<file path="src/rtl/prach_acc.sv">
// PRACH correlation accumulator: sums a frame of signed products, then rounds,
// shifts and saturates the total into a single output sample per frame.
//
// Ports:
//   clk, rst      rising-edge clock, synchronous active-high reset
//   start, len    arm a new frame of len samples (len = 0 arms nothing)
//   in_valid      qualifies in_data / in_ovf
//   in_data       signed product sample from the multiplier stage
//   in_ovf        multiplier overflow flag aligned with in_data
//   out_valid     one-cycle pulse when a frame completes
//   out_data      rounded, saturated frame sum (held between pulses)
//   out_ovf       OR of accepted in_ovf over the frame (held)
//   out_sat       frame result was clamped (held)
//   busy          frame in progress
module prach_acc #(
    parameter int IN_WIDTH  = 16,
    parameter int ACC_WIDTH = 32,
    parameter int LEN_WIDTH = 12,
    parameter int OUT_WIDTH = 16,
    parameter int SHIFT     = 12
) (
    input  logic                        clk,
    input  logic                        rst,
    input  logic                        start,
    input  logic [LEN_WIDTH-1:0]        len,
    input  logic                        in_valid,
    input  logic signed [IN_WIDTH-1:0]  in_data,
    input  logic                        in_ovf,
    output logic                        out_valid,
    output logic signed [OUT_WIDTH-1:0] out_data,
    output logic                        out_ovf,
    output logic                        out_sat,
    output logic                        busy
);

    // One guard bit above ACC_WIDTH so the rounding add can never wrap.
    localparam int AW = ACC_WIDTH + 1;

    localparam logic signed [OUT_WIDTH-1:0] OUT_MAX =
        {1'b0, {(OUT_WIDTH-1){1'b1}}};
    localparam logic signed [OUT_WIDTH-1:0] OUT_MIN =
        {1'b1, {(OUT_WIDTH-1){1'b0}}};

    typedef enum logic [0:0] {
        IDLE = 1'b0,
        ACC  = 1'b1
    } state_t;

    state_t state;
    state_t state_nxt;

    logic signed [AW-1:0]        acc;
    logic signed [AW-1:0]        in_ext;
    logic signed [AW-1:0]        sum;
    logic signed [AW-1:0]        rounded;
    logic signed [AW-1:0]        shifted;
    logic signed [OUT_WIDTH-1:0] sat_val;
    logic [LEN_WIDTH-1:0]        cnt;
    logic [LEN_WIDTH-1:0]        cnt_inc;
    logic [LEN_WIDTH-1:0]        len_q;
    logic                        ovf_sticky;
    logic                        ovf_nxt;
    logic                        arm;
    logic                        accept;
    logic                        last;
    logic                        sat_hi;
    logic                        sat_lo;

    // ------------------------------------------------------------------
    // Datapath: final sum is formed combinationally from the sample being
    // accepted, so the result registers on the same edge as the last sample.
    // ------------------------------------------------------------------
    assign in_ext  = {{(AW-IN_WIDTH){in_data[IN_WIDTH-1]}}, in_data};
    assign sum     = acc + in_ext;
    assign ovf_nxt = ovf_sticky | in_ovf;

    generate
        if (SHIFT > 0) begin : g_round
            localparam logic signed [AW-1:0] HALF = AW'(1) << (SHIFT - 1);
            assign rounded = sum + HALF;
        end else begin : g_no_round
            assign rounded = sum;
        end
    endgenerate

    assign shifted = rounded >>> SHIFT;

    // The value fits OUT_WIDTH only when every bit from the output sign bit
    // upward matches the true sign.
    assign sat_hi = !shifted[AW-1] && (|shifted[AW-2:OUT_WIDTH-1]);
    assign sat_lo =  shifted[AW-1] && !(&shifted[AW-2:OUT_WIDTH-1]);

    always_comb begin
        sat_val = shifted[OUT_WIDTH-1:0];
        if (sat_hi) begin
            sat_val = OUT_MAX;
        end else if (sat_lo) begin
            sat_val = OUT_MIN;
        end
    end

    // ------------------------------------------------------------------
    // Control: start always wins over a coincident sample, which also
    // covers the abort and last-sample collision cases.
    // ------------------------------------------------------------------
    assign arm     = start && (len != '0);
    assign accept  = (state == ACC) && in_valid && !start;
    assign cnt_inc = cnt + LEN_WIDTH'(1);
    assign last    = accept && (cnt_inc == len_q);
    assign busy    = (state == ACC);

    always_comb begin
        state_nxt = state;
        unique case (state)
            IDLE: begin
                if (arm) begin
                    state_nxt = ACC;
                end
            end
            ACC: begin
                if (start) begin
                    state_nxt = arm ? ACC : IDLE;
                end else if (last) begin
                    state_nxt = IDLE;
                end
            end
            default: state_nxt = IDLE;
        endcase
    end

    always_ff @(posedge clk) begin
        if (rst) begin
            state      <= IDLE;
            acc        <= '0;
            cnt        <= '0;
            len_q      <= '0;
            ovf_sticky <= 1'b0;
            out_valid  <= 1'b0;
            out_data   <= '0;
            out_ovf    <= 1'b0;
            out_sat    <= 1'b0;
        end else begin
            state     <= state_nxt;
            out_valid <= 1'b0;
            if (arm) begin
                acc        <= '0;
                cnt        <= '0;
                len_q      <= len;
                ovf_sticky <= 1'b0;
            end else if (accept) begin
                acc        <= sum;
                cnt        <= cnt_inc;
                ovf_sticky <= ovf_nxt;
                if (last) begin
                    out_valid <= 1'b1;
                    out_data  <= sat_val;
                    out_ovf   <= ovf_nxt;
                    out_sat   <= sat_hi | sat_lo;
                end
            end
        end
    end

endmodule

</file>
<file path="config.mk">
export PLATFORM = sky130hd
export DESIGN_NAME = prach_acc
export DESIGN_NICKNAME = d
export VERILOG_FILES = /design/src/rtl/prach_acc.sv
export SDC_FILE = /design/constraint.sdc
export NUM_CORES = 1
export LEC_CHECK = 0
export ABC_CLOCK_PERIOD_IN_PS = 4800
export BUFFER_PORTS_ARGS = -buffer_cell sky130_fd_sc_hd__buf_2
export CAP_MARGIN = 20
export CORE_ASPECT_RATIO = 0.8
export CORE_UTILIZATION = 45
export DETAILED_ROUTE_END_ITERATION = 10
export PLACE_DENSITY = 0.63
export SLEW_MARGIN = 20
export SYNTH_ARGS = -nofsm -noshare
export SYNTH_HDL_FRONTEND = slang
export SYNTH_SLANG_ARGS = --single-unit
export TNS_END_PERCENT = 10
</file>
<file path="constraint.sdc">
create_clock -name clk -period 4.8 [get_ports clk]
set_input_delay 0.72 -clock clk [delete_from_list [all_inputs] [get_ports clk]]
set_output_delay 0.72 -clock clk [all_outputs]
set_load 0.01 [all_outputs]
</file>
# [Yosys cells after proc, flatten, opt, wreduce, memory -nomap -nowiden]
# Index checks and enable logic that the tools add are counted.
[totals] register_bits=78 input_bits=33 elab_cells=40 output_inout_bits=20
[op_classes] n_eq_ne=1 n_reduce_logical=15 bitwise_logic=5 mux=7 addsub=3
[ops] operator="adder 33 x 13 -> 33 bit (second input constant)" count=1
[ops] operator="adder 33 x 16 -> 33 bit" count=1
[ops] operator="two-way mux 16 bit" count=2
[ops] operator="adder 12 x 1 -> 12 bit (second input constant)" count=1
[ops] operator="== test 12 bit" count=1
[ops] operator="nonzero test 12 bit" count=1
[ops] operator="logical AND 1 bit" count=6
[ops] operator="AND reduction 6 bit" count=1
[ops] operator="OR reduction 6 bit" count=1
[ops] operator="two-way mux 1 bit" count=4
[ops] operator="logical NOT 1 bit" count=3
[ops] operator="inverter 1 bit" count=3
[ops] operator="AND reduction 3 bit" count=1
[ops] operator="OR reduction 3 bit" count=1
[ops] operator="OR 1 bit" count=2
[ops] operator="one-hot mux 1 bit (2 select lines)" count=1
[ops] operator="OR reduction 2 bit" count=1

# [Longest topological paths before layout]
[depth] depth_word=7 mapped_depth=18 depth_no_buf=15

# [Worst setup path before layout]
# Ideal clock, no wire load.
[synth_path] path_kind="input to register" from="in in_data[0]" to="reg out_data[12]" arrival_time_ns=4.385 setup_ns=0.115 path_slack_ns=0.300 required_ns=4.685 path_buffers=3 cell_stages=17 path_cell_list="ha_1 -> fa_1 -> a211oi_2 -> o21ai_4 -> and3_1 -> a2111oi_4 -> o211ai_2 -> nand4bb_4 -> or4_1 -> buf_2 -> nor3_2 -> xnor2_1 -> and3_1 -> buf_6 -> buf_8 -> nor2_2 -> o21a_1"
[synth_via] elab_chain_len=7 word_cells_on_any_way=10 classes_between="add/sub: 2; mux: 2; reduce/logical: 6"
[synth_lines] item="start, declared" line_no="27" text="input logic signed [IN_WIDTH-1:0] in_data,"
[synth_lines] item="adder 33 x 16 -> 33 bit *" line_no="74" text="assign sum = acc + in_ext;"
[synth_lines] item="adder 33 x 13 -> 33 bit *" line_no="80" text="assign rounded = sum + HALF;"
[synth_lines] item="AND reduction 6 bit" line_no="91" text="assign sat_lo = shifted[AW-1] && !(&shifted[AW-2:OUT_WIDTH-1]);"
[synth_lines] item="logical NOT 1 bit" line_no="91"
[synth_lines] item="logical AND 1 bit" line_no="91"
[synth_lines] item="two-way mux 16 bit" line_no="97" text="end else if (sat_lo) begin"
[synth_lines] item="two-way mux 16 bit *" line_no="95" text="if (sat_hi) begin"
[synth_lines] item="end signal, assigned" line_no="156" text="out_data <= sat_val;"
[synth_lines] item="end, declared" line_no="30" text="output logic signed [OUT_WIDTH-1:0] out_data,"
# Mark *: on every way between the ends. The rest lies on a longest branch, timed or not.
# A chain may end at the register's enable or synchronous reset.

# [Worst setup path after layout]
[layout_path] from="in in_data[0]" to="reg out_data[13]"
# Same word-level chain as after synthesis.

==> results.ini <==
[run_status]
status = complete, no violations

[cts]
max-clock-path-buffers = 2
cts_tree = done
postCtsSetupRepairBufs = 0
path_clk_slew_ns = 0.07
cts_root_buf = clkbuf_16
clk_latency_ns = 0.35
numCtsBuffers = 9
cts_htree_levels = 3
ctsResizeCount = 0
hold_buffers = 0
cts.sinks = 78

[logic_synthesis]
synth-compound-area-share_pct = 24.0
synth_fp_nets = 845
async_reset_ff_share_pct = 0
ys.flop_type = dfxtp_1
synth-xor-area-share_pct = 9.80
synth-adder-area-share_pct = 7.57
syn-instance-count = 777
synth.avg_cell_area_um2 = 7.57
synthTopCellsByCount = nand2_1, a21oi_1, dfxtp_1, nor2_1, xnor2_1
ys_types = 81
synth_area_leaders = dfxtp_1, a21oi_1, nand2_1, ha_1, xnor2_1
synthSimpleGateAreaFrac_pct = 27.1
synth_edf_count = 0
synth_mux_area_share_pct = 0.872
yosysTopAreaCell = dfxtp_1
yosysMostFrequentCell = nand2_1
syn_area_mm2 = 0.00588
synth-seq-cells = 78
yosys.area.top_type_share_pct = 26.5
synth_top_family_by_area = simple AND/OR/NAND/NOR gates
synth_warnings = 0
ys_seq_area_share_pct = 26.5

[finish]
drive_gt1_share_pct = 16.7
multi_input_area_mm2 = 0.00408
final_util_pct = 54.4
fin_nets = 908
fin_area_mm2 = 0.00679
n_fill_cell = 1195
final_cells = 1016
area.sequential_mm2 = 0.00156
area_delta_synth_final_pct = 15.4
n_antenna_cell = 0

[floorplan]
fp.dieH_um = 104
core_mm2 = 0.0125
die_w_um = 130
start_util_pct = 47.2
ios = 53
dieArea_mm2 = 0.0135
row_count = 36

[timing]
hold_slack_ns = 0.458
tightest_slew_ns = 1.10
fin_crit_sh_pct = 92.3
max_clock_freq_mhz = 226
fin_ws_ns = 0.370
timing_hold_violations_final = 0
period_needed_ns = 4.43
maxSlewViolCount = 0
setup_viol_count_final = 0
max_slew_margin_pct = 26.7
fin_skew_ns = 0.00444
rsz0062_at_grt = no
setup_tns_ns = 0

[power]
total_power_mw = 1.63
ir_drop_uv = 199
powerDensity_mw_per_mm2 = 240
leakage_nw = 2.66

[worst_hold_path]
hp-class = flip-flop to flip-flop

[placement]
io_buffers = 52
hpwl_um = 12500
gp_congestion = 0.996
placed_area_mm2 = 0.00649
dp_cells = 1000
pre_cts_slack_ns = 0.0555

[global_routing]
grt_first_pass_wirelength_um = 27000
antenna_found_initial = 0
top_usage_layer = met1
grt_use_met3_pct = 6.48
track_usage_pct = 25.5
grt_max_degree = 47
gr-total-overflow = 0
grt_use_met1_pct = 39.6
grt.met2_usage_pct = 34.2
grt_pass1_vias = 5258

[route]
routed-via-count = 5817
drt.antenna.violating_nets = 0
post_drt_wl_per_cell_um = 16.4
drt-initial-drc-count = 533
drtPass1Iterations = 5
drc = 0
vias_per_cell = 5.73
wirelength_um = 16700

[run]
maxCapViolations = 0

[setup_path]
setup.worst_path.class = primary input to flip-flop
required_ns = 5.05
startpoint_type = primary input
cp.arrival_ns = 4.68
crit_path_max_fanout = 16
critPathCaptureType = flip-flop

-- final timing paths --
path	start	to	slack [ns]	cells past startpoint
max	in_data[0]	out_data[13]$_SDFFE_PP0P_	0.37	16
min	acc[8]$_SDFFE_PP0P_	acc[8]$_SDFFE_PP0P_	0.46	2
max reg2reg	acc[0]$_SDFFE_PP0P_	out_data[13]$_SDFFE_PP0P_	0.55	15
min reg2reg	acc[8]$_SDFFE_PP0P_	acc[8]$_SDFFE_PP0P_	0.46	2
-- state kept, by name (all words and copies together), names as in the netlist --
name and count:
acc 33, busy 1, out_data 16, out_sat 1
ovf_sticky 1, len_q 12, out_valid 1, out_ovf 1
cnt 12
-- report_power, final --
group          leakage [nW]  total, mW  internal, mW  switching (mW)
Clock                 0.145      0.702         0.369           0.333
Combinational          1.88      0.264         0.103           0.161
Sequential            0.631      0.664         0.656         0.00725
Total                  2.66       1.63          1.13           0.501
-- layout make-up --
type | count | area share (%)
clock buffers | 9 | 3.32
repair buffers | 87 | 8.07
clock inverters | 7 | 1.11
flip-flops and latches | 78 | 23.0
well taps | 171 | 3.15
inverters | 22 | 1.22
multi-input cells | 642 | 60.1
-- cells by family (layout without fill, tap and decap cells) --
logic type                 count (synthesis)  in the layout
xor gates and xnor gates                  65             65
buffers and inverters                     57            125
DFF                                       78             78
adders and majority gates                 35             35
and+or+nand+nor                          324            324
muxes                                      5              5
AOI/OAI and AO/OA                        213            213
-- critical path: stages --
cell and delay (ns):
buf_2 0.11, ha_1 0.21, fa_1 0.44, a211oi_2 0.41
o21ai_4 0.08, and3_1 0.20, a2111oi_4 0.40, o211ai_2 0.19
nand4bb_4 0.25, or4_1 0.58, nor3_2 0.23, xnor2_1 0.19
and3_1 0.27, buf_12 0.17, nor2_1 0.05, o21a_1 0.18
-- cell usage in the layout, fill, tap and decap left out, types with 10 or more instances in the layout --
master,n
nand2_1,124
a21oi_1,100
dfxtp_1,78
nor2_1,63
buf_2,52
xnor2_1,42
ha_1,34
buf_4,33
nand3_1,26
nor3_1,25
o21a_1,23
inv_1,22
xor2_1,22
o21ai_0,19
and3_1,12
nand4_1,11
a21o_1,11
o211ai_1,10
-- per-layer routing --
layer  part of all wire [%]  up-vias
li1                       -     2889
met1                     52     2713
met2                     39      200
met3                    7.8       15
met4                    1.1        0
met5                      0        -
Power figures use the tool's default switching activity.
